--- config.mk ---
export PLATFORM = sky130hd
export DESIGN_NAME = wb_arbiter_flat
export DESIGN_NICKNAME = d
export VERILOG_FILES = /design/src/rtl/wb_arbiter_pkg.sv /design/src/rtl/wb_arbiter_if.sv /design/src/rtl/wb_arbiter_fifo.sv /design/src/rtl/wb_arbiter.sv /design/src/flat_wrapper.sv
export SDC_FILE = /design/constraint.sdc
export NUM_CORES = 1
export LEC_CHECK = 0
export ABC_AREA = 1
export CAP_MARGIN = 25
export CORE_ASPECT_RATIO = 1.25
export CORE_MARGIN = 3
export CORE_UTILIZATION = 50
export CTS_BUF_LIST = sky130_fd_sc_hd__clkbuf_4
export CTS_CLUSTER_DIAMETER = 100
export DETAILED_ROUTE_END_ITERATION = 12
export PLACE_DENSITY_LB_ADDON = 0.3
export SYNTH_ARGS = -nofsm -noshare
export SYNTH_HDL_FRONTEND = slang
export SYNTH_SLANG_ARGS = --single-unit
--- constraint.sdc ---
create_clock -name clk_i -period 3.35 [get_ports clk_i]
set_input_delay 0.67 -clock clk_i [delete_from_list [all_inputs] [get_ports clk_i]]
set_output_delay 0.67 -clock clk_i [all_outputs]
set_load 0.05 [all_outputs]
--- src/rtl/wb_arbiter_pkg.sv ---
// Shared types and sizes for the GPR writeback arbiter.
package wb_pkg;

  localparam int DWidth    = 32;
  localparam int NumofReg  = 32;
  localparam int FifoDepth = 4;
  localparam int MaxWait   = 8;

  localparam int AWidth    = $clog2(NumofReg);
  localparam int CntWidth  = $clog2(FifoDepth + 1);
  localparam int PtrWidth  = (FifoDepth > 1) ? $clog2(FifoDepth) : 1;
  localparam int WaitWidth = $clog2(MaxWait + 1);

  // One register-file write: destination GPR and value.
  typedef struct packed {
    logic [AWidth-1:0] addr;
    logic [DWidth-1:0] data;
  } wb_req_t;

  // One-hot mask selecting GPR idx.
  function automatic logic [NumofReg-1:0] reg_onehot(input logic [AWidth-1:0] idx);
    return {{(NumofReg-1){1'b0}}, 1'b1} << idx;
  endfunction

endpackage

--- src/rtl/wb_arbiter_if.sv ---
// Writeback bus: pipeline source A, long-latency source B, issue tracking,
// register-file write port and hazard-unit outputs.
interface wb_if;
  import wb_pkg::*;

  logic                a_valid_i;
  logic [AWidth-1:0]   a_addr_i;
  logic [DWidth-1:0]   a_data_i;
  logic                b_valid_i;
  logic                b_ready_o;
  logic [AWidth-1:0]   b_addr_i;
  logic [DWidth-1:0]   b_data_i;
  logic                issue_valid_i;
  logic [AWidth-1:0]   issue_rd_i;
  logic                write_en_o;
  logic [AWidth-1:0]   write_addr_o;
  logic [DWidth-1:0]   write_data_o;
  logic [NumofReg-1:0] pending_o;
  logic                stall_o;

  // Producer side (pipeline, long-latency unit, issue logic).
  modport master (
    output a_valid_i, a_addr_i, a_data_i,
    output b_valid_i, b_addr_i, b_data_i,
    output issue_valid_i, issue_rd_i,
    input  b_ready_o, write_en_o, write_addr_o, write_data_o, pending_o, stall_o
  );

  // Arbiter side.
  modport slave (
    input  a_valid_i, a_addr_i, a_data_i,
    input  b_valid_i, b_addr_i, b_data_i,
    input  issue_valid_i, issue_rd_i,
    output b_ready_o, write_en_o, write_addr_o, write_data_o, pending_o, stall_o
  );

endinterface

--- src/rtl/wb_arbiter_fifo.sv ---
// Source-B result buffer: circular FIFO of wb_req_t built from enabled D flip-flops.

// Plain enabled register used as one FIFO slot.
module d_ff #(
  parameter int Width = 1
) (
  input  logic             clk_i,
  input  logic             en_i,
  input  logic [Width-1:0] d_i,
  output logic [Width-1:0] q_o
);

  // Capture the slot contents on a write.
  // NOTE: slot storage has no reset; validity lives in the FIFO pointers/count, so stale data is never read.
  always_ff @(posedge clk_i) begin
    // NOTE: non-blocking assignment so every flop samples pre-edge values regardless of block order.
    if (en_i) q_o <= d_i;
  end

endmodule

module wb_fifo
  import wb_pkg::*;
(
  input  logic                clk_i,
  input  logic                rst_ni,
  input  logic                push_i,
  input  logic                pop_i,
  input  wb_req_t             data_i,
  output wb_req_t             head_o,
  output logic [CntWidth-1:0] count_o
);

  localparam logic [PtrWidth-1:0] LastPtr = PtrWidth'(FifoDepth - 1);

  logic [PtrWidth-1:0] r_wr_ptr;
  logic [PtrWidth-1:0] r_rd_ptr;
  logic [CntWidth-1:0] r_count;
  wb_req_t             w_slot [FifoDepth];

  for (genvar i = 0; i < FifoDepth; i++) begin : g_slot
    d_ff #(.Width($bits(wb_req_t))) u_dff (
      .clk_i (clk_i),
      .en_i  (push_i && (r_wr_ptr == PtrWidth'(i))),
      .d_i   (data_i),
      .q_o   (w_slot[i])
    );
  end

  assign head_o  = w_slot[r_rd_ptr];
  assign count_o = r_count;

  // Advance pointers modulo FifoDepth and track occupancy.
  always_ff @(posedge clk_i) begin
    if (!rst_ni) begin
      r_wr_ptr <= '0;
      r_rd_ptr <= '0;
      r_count  <= '0;
    end else begin
      if (push_i) r_wr_ptr <= (r_wr_ptr == LastPtr) ? '0 : r_wr_ptr + 1'b1;
      if (pop_i)  r_rd_ptr <= (r_rd_ptr == LastPtr) ? '0 : r_rd_ptr + 1'b1;
      case ({push_i, pop_i})
        2'b10:   r_count <= r_count + 1'b1;
        2'b01:   r_count <= r_count - 1'b1;
        default: r_count <= r_count;
      endcase
    end
  end

endmodule

--- src/rtl/wb_arbiter.sv ---
// Writeback merge stage: A (pipeline) beats buffered B (long-latency) onto the
// single GPR write port; tracks pending long-latency destinations and raises
// stall_o when the B buffer head is starved.
module wb_arbiter
  import wb_pkg::*;
(
  input  logic clk_i,
  input  logic rst_ni,
  wb_if.slave  bus
);

  localparam logic [CntWidth-1:0]  FullCount = CntWidth'(FifoDepth);
  localparam logic [WaitWidth-1:0] WaitLimit = WaitWidth'(MaxWait - 1);
  localparam logic [NumofReg-1:0]  NoX0Mask  = {{(NumofReg-1){1'b1}}, 1'b0};

  logic [CntWidth-1:0]  w_count;
  wb_req_t              w_head;
  wb_req_t              w_a_req;
  wb_req_t              w_b_req;
  wb_req_t              w_sel;
  logic                 w_b_ready, w_b_accept, w_a_win, w_fifo_ne;
  logic                 w_pop, w_bypass, w_push, w_sel_en, w_sel_is_b;
  logic [NumofReg-1:0]  w_set_vec, w_clr_vec;

  logic                 r_write_en;
  logic [AWidth-1:0]    r_write_addr;
  logic [DWidth-1:0]    r_write_data;
  logic [NumofReg-1:0]  r_pending;
  logic [WaitWidth-1:0] r_wait_cnt;
  logic                 r_stall;

  // Ready depends only on the registered occupancy, never on b_valid_i.
  assign w_b_ready  = (w_count < FullCount);
  assign w_b_accept = bus.b_valid_i & w_b_ready;
  assign w_a_req    = '{addr: bus.a_addr_i, data: bus.a_data_i};
  assign w_b_req    = '{addr: bus.b_addr_i, data: bus.b_data_i};
  assign w_a_win    = bus.a_valid_i & (bus.a_addr_i != '0);
  assign w_fifo_ne  = (w_count != '0);
  assign w_pop      = ~w_a_win & w_fifo_ne;
  assign w_bypass   = ~w_a_win & ~w_fifo_ne & w_b_accept & (bus.b_addr_i != '0);
  // Accepted x0 results are dropped; bypassed results never occupy a slot.
  assign w_push     = w_b_accept & (bus.b_addr_i != '0) & ~w_bypass;
  assign w_sel_en   = w_a_win | w_pop | w_bypass;
  assign w_sel_is_b = w_pop | w_bypass;

  wb_fifo u_fifo (
    .clk_i   (clk_i),
    .rst_ni  (rst_ni),
    .push_i  (w_push),
    .pop_i   (w_pop),
    .data_i  (w_b_req),
    .head_o  (w_head),
    .count_o (w_count)
  );

  // Priority select: A, then FIFO head, then direct B bypass.
  always_comb begin
    // NOTE: default assignment first so no path leaves w_sel unassigned (no latch).
    w_sel = w_b_req;
    if (w_a_win)    w_sel = w_a_req;
    else if (w_pop) w_sel = w_head;
  end

  assign w_clr_vec = w_sel_is_b ? reg_onehot(w_sel.addr) : '0;
  assign w_set_vec = (bus.issue_valid_i && (bus.issue_rd_i != '0)) ? reg_onehot(bus.issue_rd_i) : '0;

  // Register the selected write; address/data hold when nothing is written.
  always_ff @(posedge clk_i) begin
    if (!rst_ni) begin
      r_write_en   <= 1'b0;
      r_write_addr <= '0;
      r_write_data <= '0;
    end else begin
      r_write_en <= w_sel_en;
      if (w_sel_en) begin
        r_write_addr <= w_sel.addr;
        r_write_data <= w_sel.data;
      end
    end
  end

  // Pending scoreboard: clear on B write, set on issue (set wins), x0 never pending.
  always_ff @(posedge clk_i) begin
    if (!rst_ni) r_pending <= '0;
    else         r_pending <= ((r_pending & ~w_clr_vec) | w_set_vec) & NoX0Mask;
  end

  // Starvation tracking of the FIFO head; counter saturates at the stall threshold.
  always_ff @(posedge clk_i) begin
    if (!rst_ni) begin
      r_wait_cnt <= '0;
      r_stall    <= 1'b0;
    end else if (w_pop) begin
      r_wait_cnt <= '0;
      r_stall    <= 1'b0;
    end else if (w_fifo_ne) begin
      if (r_wait_cnt < WaitLimit) r_wait_cnt <= r_wait_cnt + 1'b1;
      if (r_wait_cnt >= WaitLimit) r_stall <= 1'b1;
    end
  end

  assign bus.b_ready_o    = w_b_ready;
  assign bus.write_en_o   = r_write_en;
  assign bus.write_addr_o = r_write_addr;
  assign bus.write_data_o = r_write_data;
  assign bus.pending_o    = r_pending;
  assign bus.stall_o      = r_stall;

  // A must not overwrite a register still owed by the long-latency unit.
  a_not_pending: assert property (@(posedge clk_i) disable iff (!rst_ni)
    bus.a_valid_i |-> !r_pending[bus.a_addr_i]);

  // Issue to an already-pending register must be held off upstream.
  issue_not_pending: assert property (@(posedge clk_i) disable iff (!rst_ni)
    (bus.issue_valid_i && (bus.issue_rd_i != '0)) |-> !r_pending[bus.issue_rd_i]);

  // Upstream must hold A idle while stall is requested.
  a_idle_in_stall: assert property (@(posedge clk_i) disable iff (!rst_ni)
    r_stall |-> !bus.a_valid_i);

endmodule

--- src/flat_wrapper.sv ---
// flat-port wrapper written by rule: the top's interface ports become plain ports
module wb_arbiter_flat import wb_pkg::*;
  (clk_i, rst_ni, bus_a_valid_i, bus_a_addr_i, bus_a_data_i, bus_b_valid_i, bus_b_addr_i, bus_b_data_i, bus_issue_valid_i, bus_issue_rd_i, bus_b_ready_o, bus_write_en_o, bus_write_addr_o, bus_write_data_o, bus_pending_o, bus_stall_o);
  wb_if bus_i ();
  input  logic clk_i;
  input  logic rst_ni;
  input wire logic [$bits(bus_i.a_valid_i)-1:0] bus_a_valid_i;
  input wire logic [$bits(bus_i.a_addr_i)-1:0] bus_a_addr_i;
  input wire logic [$bits(bus_i.a_data_i)-1:0] bus_a_data_i;
  input wire logic [$bits(bus_i.b_valid_i)-1:0] bus_b_valid_i;
  input wire logic [$bits(bus_i.b_addr_i)-1:0] bus_b_addr_i;
  input wire logic [$bits(bus_i.b_data_i)-1:0] bus_b_data_i;
  input wire logic [$bits(bus_i.issue_valid_i)-1:0] bus_issue_valid_i;
  input wire logic [$bits(bus_i.issue_rd_i)-1:0] bus_issue_rd_i;
  output wire logic [$bits(bus_i.b_ready_o)-1:0] bus_b_ready_o;
  output wire logic [$bits(bus_i.write_en_o)-1:0] bus_write_en_o;
  output wire logic [$bits(bus_i.write_addr_o)-1:0] bus_write_addr_o;
  output wire logic [$bits(bus_i.write_data_o)-1:0] bus_write_data_o;
  output wire logic [$bits(bus_i.pending_o)-1:0] bus_pending_o;
  output wire logic [$bits(bus_i.stall_o)-1:0] bus_stall_o;
  assign bus_i.a_valid_i = bus_a_valid_i;
  assign bus_i.a_addr_i = bus_a_addr_i;
  assign bus_i.a_data_i = bus_a_data_i;
  assign bus_i.b_valid_i = bus_b_valid_i;
  assign bus_i.b_addr_i = bus_b_addr_i;
  assign bus_i.b_data_i = bus_b_data_i;
  assign bus_i.issue_valid_i = bus_issue_valid_i;
  assign bus_i.issue_rd_i = bus_issue_rd_i;
  assign bus_b_ready_o = bus_i.b_ready_o;
  assign bus_write_en_o = bus_i.write_en_o;
  assign bus_write_addr_o = bus_i.write_addr_o;
  assign bus_write_data_o = bus_i.write_data_o;
  assign bus_pending_o = bus_i.pending_o;
  assign bus_stall_o = bus_i.stall_o;
  wb_arbiter u_core (.clk_i(clk_i), .rst_ni(rst_ni), .bus(bus_i));
endmodule
==> results of run 1 <==
[cells in the final DEF, fill, tap and decap left out, types with 4 or more instances in the layout]
cell type	count
nand3_2	5
edfxtp_1	148
clkinv_1	8
inv_2	6
dfxtp_1	80
buf_4	24
nand4_1	17
nand2_1	208
a21oi_1	77
ha_1	7
nand3_1	94
o21ai_1	9
clkdlybuf4s50_1	154
nand2_2	6
clkbuf_4	89
inv_1	67
nor2_1	43
a41oi_1	30
o21ai_0	83
nor2_4	7
a21oi_2	4
[final timing paths]
| kind | start | endpoint | cells after the start |
|---|---|---|---|
| hold reg to reg | u_core.bus.pending_o[29] | u_core.bus.pending_o[29] | 2 |
| setup reg to reg | u_core.u_fifo.r_rd_ptr[1] | u_core.bus.pending_o[3] | 9 |
| setup / recovery | u_core.u_fifo.count_o[2] | bus_b_ready_o | 2 |
| hold / removal | u_core.bus.pending_o[29] | u_core.bus.pending_o[29] | 2 |
[per-stage QoR]
stage,setup WS (ns),setup TNS [ns],util [%],cells
floorplan,-0.0280,-4.15,-,973
global placement,0.408,0,60.7,1325
detailed placement,0.374,0,60.7,1325
CTS,0.693,0,64.6,1424
global route,0.650,0,64.6,1426
finish,0.756,0,64.6,1426
[area by class of cell]
class,instances,area share (%)
diodes,2,0.0409
flip-flops and latches,229,49.6
multi-input cells,610,25.5
clock buffers,89,5.46
inverters,76,2.39
well taps,232,2.37
clock inverters,10,0.542
repair buffers,178,14.1
[sequential cells by signal (all words and copies together) (netlist names)]
signal,cells
u_core.u_fifo.g_slot.u_dff.q_o,148
u_core.u_fifo.r_wr_ptr,2
u_core.u_fifo.r_rd_ptr,2
u_core.bus.write_data_o,32
u_core.bus.write_en_o,1
u_core.bus.stall_o,1
u_core.bus.write_addr_o,5
u_core.bus.pending_o,31
u_core.r_wait_cnt,4
u_core.u_fifo.count_o,3
[power groups by stage]
stage	sequential [mW]	combinational [mW]	clock, mW
floorplan	4.28	1.70	0
global placement	3.78	3.16	0
detailed placement	3.79	3.21	0
CTS	3.74	3.22	2.38
global route	3.78	3.52	2.53
finish	3.74	3.20	2.32
[logic make-up after synthesis]
logic type | Yosys count | synth area share, %
AND/OR/NAND/NOR | 391 | 18.3
flip-flops | 229 | 62.4
AO/OA/AOI/OAI | 210 | 12.2
buffers and inverters | 134 | 5.87
adder cells (fa/ha/maj) | 8 | 1.11
other | 1 | 0.0386
[Yosys cell counts (9+ instances only)]
cell	instances	area, um^2
clkbuf_1	30	113
buf_2	15	75.1
nand3_1	94	470
o21ai_1	9	45.0
inv_1	67	251
nor2_1	47	176
a21oi_1	77	385
nand4_1	17	106
edfxtp_1	148	4440
o21ai_0	83	415
dfxtp_1	81	1620
nand2_1	209	785
a41oi_1	30	263
[layer usage]
layer	vias up	global-route usage [%]
li1	3795	-
met1	3568	28.4
met2	280	37.5
met3	52	5.33
met4	0	8.84
met5	-	0
[worst min-delay path, delay by kind of cell, from the launching register on]
family / cells / cell delay, ns
flip-flops: 1 / 0.31
AND/OR/NAND/NOR: 1 / 0.06
AO/OA/AOI/OAI: 1 / 0.05
==> flow_summary_export.csv, run 1 <==
group,metric,value,unit
floorplan,rows,56,
yosys,yosys_warnings,0,
clock_network,postCtsHoldBufs,0,
sta,slew_headroom,59.9,%
power_and_ir_drop,sequentialPowerShare,40.3,%
power_and_ir_drop,vdd_drop_max,0.515,mV
critical_path,crit_path_cell_trace,"inv_1 -> clkdlybuf4s50_1",
floorplan,design.core.area,18900,um^2
critical_path,critPathBufInv,2,
worst_hold_path,hold_class,"flop to flop",
power_and_ir_drop,clockPowerShare,25.1,%
yosys,yosysUniqueCellTypes,39,
route,ant_nets,0,
finish,design_area,12200,um^2
clock_network,cts_max_path_buffers,3,
power_and_ir_drop,switching_power,3.52,mW
finish,drive_above_1_share,13.2,%
route,drc,0,
grt,antenna_found_initial,2,
clock_network,post_cts_resized,0,
sta,min_period,2.59,ns
yosys,syn_area_per_cell,9.99,um^2
placed_design,gp_congestion,0.863,
clock_network,cts_buffers,54,
run_status,status,"complete, no violations",
clock_network,clkTransAtPathRegs,0.07,ns
yosys,synth_enable_flop_cells,148,
yosys,ys_seq_area_share,62.4,%
yosys,syn_nets,1065,
yosys,synthCells,973,
grt,overflow,0,
route,vias_per_cell,5.40,
floorplan,die_y,162,um
critical_path,slowest_stage,"clkdlybuf4s50_1",
critical_path,cp.arrival,1.92,ns
floorplan,die_area,21200,um^2
yosys,synth_ff_type,"edfxtp_1",
sta,drv_slew,0,
clock_network,insertion_delay,0.66,ns
yosys,syn-cell-area,9720,um^2
route,route.met3.wl,1.63,mm
critical_path,crit_family,"buffers and inverters",
finish,fillCellCount,1508,
clock_network,clock_sinks,229,
power_and_ir_drop,p_sw_share,38.1,%
power_and_ir_drop,powerDensity,757,nW/um^2
sta,hold_viol_final,0,
clock_network,cts_max_level,2,
clock_network,root_buffer,"clkbuf_4",
placed_design,post-dp-hpwl,15.2,mm
run,cap_violations,0,
critical_path,worst-r2r-setup-slack,1.03,ns
sta,fin_worst_skew,0.0387,ns
sta,holdWs,0.463,ns
finish,multi_input_area,3110,um^2
critical_path,critPathLaunchType,"flop",
critical_path,cp_max_fo,3,
power_and_ir_drop,intPower,5.74,mW
critical_path,max_stage_delay,0.84,ns
route,wirelength_met1,9.80,mm
grt,grt_pass1_wl,38.1,mm
yosys,ys_async_sr_fraction,0,%
route,vias,7695,
sta,tightest_slew,0.601,ns
floorplan,dieWidth,131,um
sta,setup_viol,0,
finish,synthToLayoutAreaGrowth,25.8,%
route,wl_met2,11.5,mm
route,highest_layer,"met4",
route,drtIter0Drc,456,
finish,nets,1241,
power_and_ir_drop,total_power,9.26,mW
sta,period_share,77.4,%
critical_path,crit_type,"flop to output port",
critical_path,cp.required,2.68,ns
placed_design,portBuffers,154,
power_and_ir_drop,power_frac_comb,34.6,%
sta,grt_setup_unrepaired,"false",
grt,grt_pass1_vias,7731,
sta,fmax,0.386,GHz
route,drt-pass1-iter-count,5,
grt,grt_util_all_layers,22.6,%
floorplan,ios,156,
grt,grt_max_degree,58,
power_and_ir_drop,p_leak,4.56,nW
finish,register_area,6070,um^2
critical_path,cp-end-kind,"output port",
placed_design,dpl_cell_area,11500,um^2
route,wl_per_cell,16.5,um
yosys,ys_ff_latch,229,
clock_network,cts_setup_buffers,0,
floorplan,start_util,51.4,%
clock_network,cts_tree,"done",
route,wl,23.6,mm
No activity file was read; power rests on OpenSTA's default activity.
==> run 2, diff against run 1 <==
Clock period 3.35 ns to 2.6 ns, I/O delays scaled along.
==> flow_summary_export.csv, run 2 (same netlist as run 1, synthesis figures left out) <==
group,metric,value,unit
finish,drive_above_1_share,14.0,%
critical_path,cp_max_fo,3,
clock_network,post_cts_resized,0,
floorplan,die_area,21200,um^2
route,drc,0,
run_status,status,"complete, no violations",
grt,overflow,0,
clock_network,clkTransAtPathRegs,0.07,ns
clock_network,cts_max_level,2,
finish,nets,1265,
sta,tightest_slew,0.543,ns
clock_network,cts_setup_buffers,0,
critical_path,cp-end-kind,"output port",
worst_hold_path,holdPathEnd,"u_core.bus.write_data_o[20]",
finish,largest_reg_flops,148,
clock_network,root_buffer,"clkbuf_4",
critical_path,rr_endpoint,"u_core.u_fifo.count_o[2]",
route,wl,24.1,mm
floorplan,design.core.area,18900,um^2
placed_design,gp_congestion,0.882,
power_and_ir_drop,p_leak,4.69,nW
sta,hold_viol_final,0,
grt,grt_util_all_layers,22.9,%
route,drt-pass1-iter-count,5,
critical_path,critPathBufInv,2,
sta,slew_headroom,63.7,%
finish,synthToLayoutAreaGrowth,28.7,%
power_and_ir_drop,powerDensity,980,nW/um^2
grt,grt_max_degree,52,
grt,grt_pass1_vias,7706,
worst_hold_path,hp-start,"bus_a_data_i[20]",
floorplan,start_util,51.4,%
grt,grt_pass1_wl,38.5,mm
power_and_ir_drop,vdd_drop_max,0.573,mV
sta,fin_worst_skew,0.0430,ns
clock_network,cts_max_path_buffers,3,
critical_path,slowest_stage,"clkdlybuf4s50_1",
floorplan,die_y,162,um
placed_design,placed_cells,1349,
critical_path,crit_path_cell_trace,"inv_1 -> clkdlybuf4s50_1",
route,vias,7861,
critical_path,critPathLaunchType,"flop",
critical_path,r2r_start,"u_core.u_fifo.count_o[1]",
placed_design,post-place-ws,-0.0555,ns
finish,largest-register,"u_core.u_fifo.g_slot.u_dff.q_o",
finish,design_area,12500,um^2
route,ant_nets,0,
sta,holdWs,0.456,ns
route,wl_per_cell,16.6,um
grt,antenna_found_initial,2,
floorplan,rows,56,
critical_path,crit_type,"flop to output port",
clock_network,insertion_delay,0.67,ns
critical_path,worst-r2r-setup-slack,0.56,ns
clock_network,cts_tree,"done",
floorplan,ios,156,
placed_design,post-dp-hpwl,15.6,mm
worst_hold_path,hold_depth,3,
critical_path,cp.required,2.08,ns
critical_path,crit_family,"buffers and inverters",
clock_network,clock_sinks,229,
clock_network,postCtsHoldBufs,0,
route,drtIter0Drc,459,
finish,final_common_cell,"nand2_1",
finish,final_cell_mix,"208 x nand2_1, 154 x clkdlybuf4s50_1, 148 x edfxtp_1",
sta,setup_slack,0.164,ns
clock_network,cts_buffers,54,
placed_design,dpl_cell_area,11700,um^2
route,vias_per_cell,5.41,
worst_hold_path,hold_class,"primary input to flop",
finish,final_cells,1452,
sta,drv_slew,0,
sta,setup_viol,0,
placed_design,portBuffers,154,
sta,period_share,93.7,%
critical_path,reg2reg_depth,12,
run,cap_violations,0,
sta,min_period,2.44,ns
floorplan,dieWidth,131,um
critical_path,cp.arrival,1.92,ns
sta,fmax,0.411,GHz
sta,grt_setup_unrepaired,"false",
critical_path,max_stage_delay,0.84,ns
[run 2: worst reg2reg max path: stages (launching register included)]
cell	delay [ns]
dfxtp_1	0.40
nor3_4	0.07
buf_4	0.17
inv_4	0.12
nand2_8	0.07
inv_6	0.04
ha_1	0.13
inv_1	0.06
fa_1	0.37
a21oi_1	0.14
o21ai_0	0.11
o21ai_0	0.16
a21oi_1	0.05
[run 2: where the power goes]
group / leakage [nW] / switching (mW) / internal [mW]
clock network: 0.436 / 1.39 / 1.70
registers: 2.01 / 0.282 / 4.49
logic: 2.24 / 2.96 / 1.43
total: 4.69 / 4.64 / 7.61
[run 2: worst max path at each step]
stage / to / slack [ns] / cells after the start / from
finish: bus_b_ready_o / 0.16 / 2 / u_core.u_fifo.count_o[2]
floorplan: u_core.u_fifo.g_slot[3].u_dff.q_o[0] / -0.07 / 8 / bus_a_addr_i[1]
detailed placement: u_core.u_fifo.count_o[2] / -0.06 / 14 / bus_a_addr_i[0]
global placement: u_core.u_fifo.count_o[2] / -0.02 / 14 / bus_a_addr_i[0]
CTS: bus_b_ready_o / 0.1 / 2 / u_core.u_fifo.count_o[2]
global route: bus_b_ready_o / 0.03 / 2 / u_core.u_fifo.count_o[2]
[run 2: metrics by stage]
step | utilization, % | total power, mW | TNS (ns)
5_1_grt | 66.1 | 13.0 | 0
4_1_cts | 66.1 | 12.3 | 0
3_3_place_gp | 62.1 | 9.13 | -0.0218
3_5_place_dp | 62.1 | 9.22 | -0.0555
6_report | 66.1 | 12.2 | 0
2_1_floorplan | - | 7.71 | -10.03
[run 2: layer usage]
metal | vias to the layer above | part of all wire (%) | global-route usage, %
li1 | 3845 | - | -
met1 | 3669 | 41 | 29.0
met2 | 300 | 49 | 38.1
met3 | 47 | 6.7 | 5.36
met4 | 0 | 2.7 | 9.03
met5 | - | 0 | 0
[run 2: cell type report]
cell class	instances	area (um^2)
antenna	2	5.00
tap	232	290
multi-input combinational	610	3110
inverter	76	293
timing repair buffer	202	1980
sequential	229	6070
fill	1490	6420
clock buffer	79	593
clock inverter	22	161
